### src/rtl/pass_tx.sv
// pass_tx: serial transmitter driving the (x, y) pair of an inhibit/pass gate
// (f = ~x & y). A WIDTH-bit word accepted over valid/ready is shifted out
// MSB-first on y, each bit held for DIV clocks, with x held low only while a
// bit is on the wire; x stays high (f = 0) at all other times.
//
// Optional build macro: PASS_TX_PARITY_EN -- when defined, one extra bit
// period of even parity (XOR of the data bits) follows the data bits.
//
// Ports:
//   clk       system clock, rising edge
//   rst       synchronous reset, active-high
//   data_in   word to transmit, captured on in_valid & in_ready
//   in_valid  data_in is valid
//   in_ready  block can accept a word this cycle
//   x         inhibit to the pass gate (1 = block, 0 = pass y)
//   y         serial data bit
//   busy      a frame is in progress (SEND or DONE)
//   done      one-cycle pulse after the last bit period
module pass_tx #(
    parameter int unsigned WIDTH = 8,
    parameter int unsigned DIV   = 4
) (
    input  logic             clk,
    input  logic             rst,
    input  logic [WIDTH-1:0] data_in,
    input  logic             in_valid,
    output logic             in_ready,
    output logic             x,
    output logic             y,
    output logic             busy,
    output logic             done
);

`ifdef PASS_TX_PARITY_EN
    localparam int unsigned NBITS = WIDTH + 1;
`else
    localparam int unsigned NBITS = WIDTH;
`endif
    localparam int unsigned SW = NBITS;
    localparam int unsigned BW = $clog2(NBITS + 1);
    localparam int unsigned DW = (DIV > 1) ? $clog2(DIV) : 1;
    localparam logic [DW-1:0] DIV_LAST = DW'(DIV - 1);
    localparam logic [BW-1:0] BIT_LAST = BW'(NBITS - 1);

    typedef enum logic [1:0] {
        IDLE = 2'd0,
        SEND = 2'd1,
        DONE = 2'd2
    } state_t;

    state_t          state_q, state_d;
    logic [SW-1:0]   sh_q, sh_d;
    logic [BW-1:0]   bit_q, bit_d;
    logic [DW-1:0]   div_q, div_d;
    logic            x_q, x_d;
    logic            y_q, y_d;
    logic            in_ready_q, in_ready_d;
    logic            busy_q, busy_d;
    logic            done_q, done_d;
    logic [SW-1:0]   load_word;

    // The parity bit rides in the LSB of an extended shift register so it
    // simply follows the data bits out of the MSB.
`ifdef PASS_TX_PARITY_EN
    assign load_word = {data_in, ^data_in};
`else
    assign load_word = data_in;
`endif

    always_comb begin
        state_d = state_q;
        sh_d    = sh_q;
        bit_d   = bit_q;
        div_d   = div_q;

        unique case (state_q)
            IDLE: begin
                if (in_valid && in_ready_q) begin
                    sh_d    = load_word;
                    bit_d   = '0;
                    div_d   = '0;
                    state_d = SEND;
                end
            end
            SEND: begin
                if (div_q == DIV_LAST) begin
                    div_d = '0;
                    sh_d  = sh_q << 1;
                    bit_d = bit_q + BW'(1);
                    if (bit_q == BIT_LAST) begin
                        state_d = DONE;
                    end
                end else begin
                    div_d = div_q + DW'(1);
                end
            end
            DONE: begin
                state_d = IDLE;
            end
            default: begin
                state_d = IDLE;
            end
        endcase

        // Outputs are registered from the next state so they line up with it;
        // y is forced low whenever x is high, so no spurious pass can occur.
        x_d        = (state_d != SEND);
        y_d        = (state_d == SEND) && sh_d[SW-1];
        in_ready_d = (state_d == IDLE);
        busy_d     = (state_d != IDLE);
        done_d     = (state_d == DONE);
    end

    always_ff @(posedge clk) begin
        if (rst) begin
            state_q    <= IDLE;
            sh_q       <= '0;
            bit_q      <= '0;
            div_q      <= '0;
            x_q        <= 1'b1;
            y_q        <= 1'b0;
            in_ready_q <= 1'b1;
            busy_q     <= 1'b0;
            done_q     <= 1'b0;
        end else begin
            state_q    <= state_d;
            sh_q       <= sh_d;
            bit_q      <= bit_d;
            div_q      <= div_d;
            x_q        <= x_d;
            y_q        <= y_d;
            in_ready_q <= in_ready_d;
            busy_q     <= busy_d;
            done_q     <= done_d;
        end
    end

    assign x        = x_q;
    assign y        = y_q;
    assign in_ready = in_ready_q;
    assign busy     = busy_q;
    assign done     = done_q;

endmodule

### config.mk
export PLATFORM = sky130hd
export DESIGN_NAME = pass_tx
export DESIGN_NICKNAME = d
export VERILOG_FILES = /design/src/rtl/pass_tx.sv
export SDC_FILE = /design/constraint.sdc
export NUM_CORES = 1
export LEC_CHECK = 0
export CAP_MARGIN = 10
export CORE_MARGIN = 2
export CORE_UTILIZATION = 49
export CTS_CLUSTER_SIZE = 10
export DETAILED_ROUTE_END_ITERATION = 8
export GPL_TIMING_DRIVEN = 0
export PLACE_DENSITY_LB_ADDON = 0.3
export SETUP_SLACK_MARGIN = 0.4
export SLEW_MARGIN = 15
export SYNTH_ARGS = -nofsm -noshare
export SYNTH_HDL_FRONTEND = slang
export SYNTH_SLANG_ARGS = --single-unit
export TNS_END_PERCENT = 30
### constraint.sdc
create_clock -name clk -period 1.7 [get_ports clk]
set_input_delay 0.34 -clock clk [delete_from_list [all_inputs] [get_ports clk]]
set_output_delay 0.34 -clock clk [all_outputs]
set_load 0.01 [all_outputs]
==> results.md <==
- Run status: finished clean
- First-pass GRT wire length: 2730 um
- R2R Path Start: state_q[0]
- Synthesized area per cell: 9.74 um2
- Design Area, Final: around 1200 um2
- ANT nets after route: 0
- Vias per inst: 5.49
- H-tree lvl count: 1
- Crit-path slowest cell: dfxtp_2
- Worst Setup End Kind: primary output
- Buf+Inv Stages, Crit Path: 1
- Reg power frac: a little under three fifths
- Max VDD drop: between 400 and 500 uV
- Initial antenna violation count: 0
- Worst min-delay path category: reg -> reg
- P_leak: around 0.43 nW
- Num CTS Buffers: 3
- Post-place instance area: 1080 um2
- Critical Path RT: 1.36 ns
- Nets: 131
- Vias in the first global route: ~640
- Post-CTS Hold Buffers: 0
- Pin count of the biggest net entering global routing: 13
- Routability cong.: just over 0.7
- Die Y: about 47 um
- Switching pwr: 0.246 mW
- Area grow syn2layout: 32.0%
- Post-synthesis cell type count: 33
- Critical Path Source: in_ready
- Share of layout cells above drive strength 1: 23.9%
- PwrDens: 798 nW/um2
- CP Max Fanout: 5
- Clk_skew: 0.00850 ns
- Largest family of logic cells by synthesized area: simple AND/OR/NAND/NOR gates
- Synth Area in Compound Gates: a little under a fifth
- Clock Sinks: 21
- Clock-pin slew on the worst setup and hold paths: 0.12 ns
- Synthesis-stage register bit count: 21
- Post-Synth XOR/XNOR Area: roughly 2.0%
- Die area: 2190 um2
- CP peak stage delay: approximately 0.37 ns
- Boundary Pins: 16
- Hold Crit Start: sh_q[5]
- Gate power share: 18.3%
- Post-synthesis sequential area ratio: 46.9%
- Synthesized netlist cell count: 92
- Top FF cell, synth: dfxtp_1
- Post-synth EDFFs: 0
- DR vias: 779
- RSZ-0062 raised after global routing: yes
- Internal power: between 0.6 and 0.7 mW
- Die Wd: 46.8 um
- CP Cell Sequence: dlygate4sd2_1
- Grt ovf: 0
- FP Rows: 15
- Port buffer count: 15
- Post-Syn Nets: 105
- # setup viols final: 0
- Mapped Area: 896 um2
- Clk network pwr share: roughly a quarter
- Delay-heaviest family, CP: flip-flops
- Critical path startpoint category: flop
- CP arrival: 0.94 ns
- Final Max Tran Viols: 0
- Switch share: 26.1%
- Core box area: 1730 um2
- DRT Pass-1 Iters: 4
- Ys async rst share: 0%
- Setup Crit Path Kind: reg -> out
- Clock root cell: clkbuf_4
- YS warnings: 0
- # DRC: 0
- Final Hold Viols: 0
- Slew @ Worst Pin: 0.477 ns
- CTS tree: yes
- Worst hold margin: 0.480 ns
- Max transition margin: just under 70%
- Final setup TNS: 0 ns
- WL/cell: 13.2 um
- Initial detailed-routing violation count: 11
- Fmax achieved: 783 MHz
- Maximum clock insertion buffer count: 2
- Starting Density: between 50% and 60%
- Portion of netlist area occupied by mux cells: 0%
- Clock Latency Late Sink: ~0.30 ns
- Max-Cap Viols: 0
- Synth Area in Simple Gates: 25.1%
- Post-Synth Adder-Cell Area: around 2.8%
- Period utilisation layout: 75.1%
- GRT Total Usage: between 15 and 20%
- Fin crit period: 1.28 ns
- N_diodes: 0
- FF-to-FF setup slack: 0.46 ns
- WL final: approximately 1900 um
path summary, 6_finish.rpt:
path         endpoint  depth (start not counted)
max          in_ready                          1
min           sh_q[5]                          2
max reg2reg  bit_q[0]                          5
min reg2reg   sh_q[5]                          2
stage by stage:
stage | power (mW) | cells | worst slack [ns] | util, %
6_report | 0.944 | 142 | 0.423 | 68.5
5_1_grt | 0.992 | 142 | 0.356 | 68.5
4_1_cts | 0.931 | 136 | 0.314 | 63.7
3_5_place_dp | 0.702 | 132 | 0.129 | 62.4
3_3_place_gp | 0.697 | 132 | 0.124 | 62.4
2_1_floorplan | 0.638 | 92 | 0.461 | -
sequential cells by signal, summed over array words and instances (netlist names):
name and count:
sh_q 8, done 1, y 1, x 1, bit_q 4, busy 1
div_q 2, state_q 2, in_ready 1
cell families after synthesis:
logic type,after synthesis
AND/OR/NAND/NOR,36
AO/OA/AOI/OAI,24
flip-flops,21
buffers and inverters,7
XOR/XNOR,2
adder cells (fa/ha/maj),2
synthesized netlist by cell type, types with 2 or more instances:
| master | n | area, um2 |
|---|---|---|
| buf_2 | 2 | 10.0 |
| nand2_1 | 2 | 7.51 |
| a21oi_1 | 10 | 50.1 |
| nor2_1 | 5 | 18.8 |
| or2_2 | 2 | 12.5 |
| nor3_1 | 4 | 20.0 |
| clkbuf_1 | 2 | 7.51 |
| nand3_1 | 10 | 50.1 |
| dfxtp_1 | 21 | 420 |
| nand4b_1 | 2 | 17.5 |
| o21ai_0 | 2 | 10.0 |
| buf_4 | 2 | 15.0 |
| ha_1 | 2 | 25.0 |
| a32oi_1 | 6 | 52.6 |
| xor2_1 | 2 | 17.5 |
layer usage:
layer  part of all wire [%]  up-vias  GRT usage, %
li1                       -      396             -
met1                     44      357          21.2
met2                     50       24          31.2
met3                    5.4        2          3.46
met4                   0.43        0          5.00
met5                      0        -             0
area by class of cell:
| cell class | count | area, um2 |
|---|---|---|
| flip-flops and latches | 21 | 429 |
| clock inverters | 1 | 5.00 |
| plain buffers | 7 | 57.6 |
| repair buffers | 21 | 186 |
| well taps | 25 | 31.3 |
| fillers | 151 | 544 |
| clock buffers | 3 | 22.5 |
| multi-input cells | 64 | 450 |
placed cells by master, fill, tap and decap left out, types with 2 or more instances in the layout:
cell	n
clkbuf_4	3
buf_4	6
clkdlybuf4s50_1	10
buf_2	2
a21oi_1	10
or2_2	2
nand4b_1	2
nand3_1	10
dlygate4sd2_1	5
nand2_1	2
nor3_1	4
buf_6	2
dfxtp_1	16
clkbuf_1	2
a32oi_1	6
o21ai_0	2
xor2_1	2
dfxtp_2	4
nor2_1	5
repair_timing:
item / in CTS / in global routing
setup endpoints to repair: 18 / 17
hold endpoints to repair: 0 / 0
buffers inserted: 0 / 5
pin swaps: 0 / 8
gates resized for setup: 6 / 13
cloned: 0 / 1
power by group through the flow:
stage          Clock (mW)  Combinational, mW  Sequential [mW]
2_1_floorplan           0             0.0930            0.545
3_3_place_gp            0              0.155            0.542
3_5_place_dp            0              0.158            0.544
4_1_cts             0.245              0.153            0.533
5_1_grt             0.263              0.189            0.540
6_report            0.236              0.172            0.535
No activity file was read; power rests on OpenSTA's default activity.
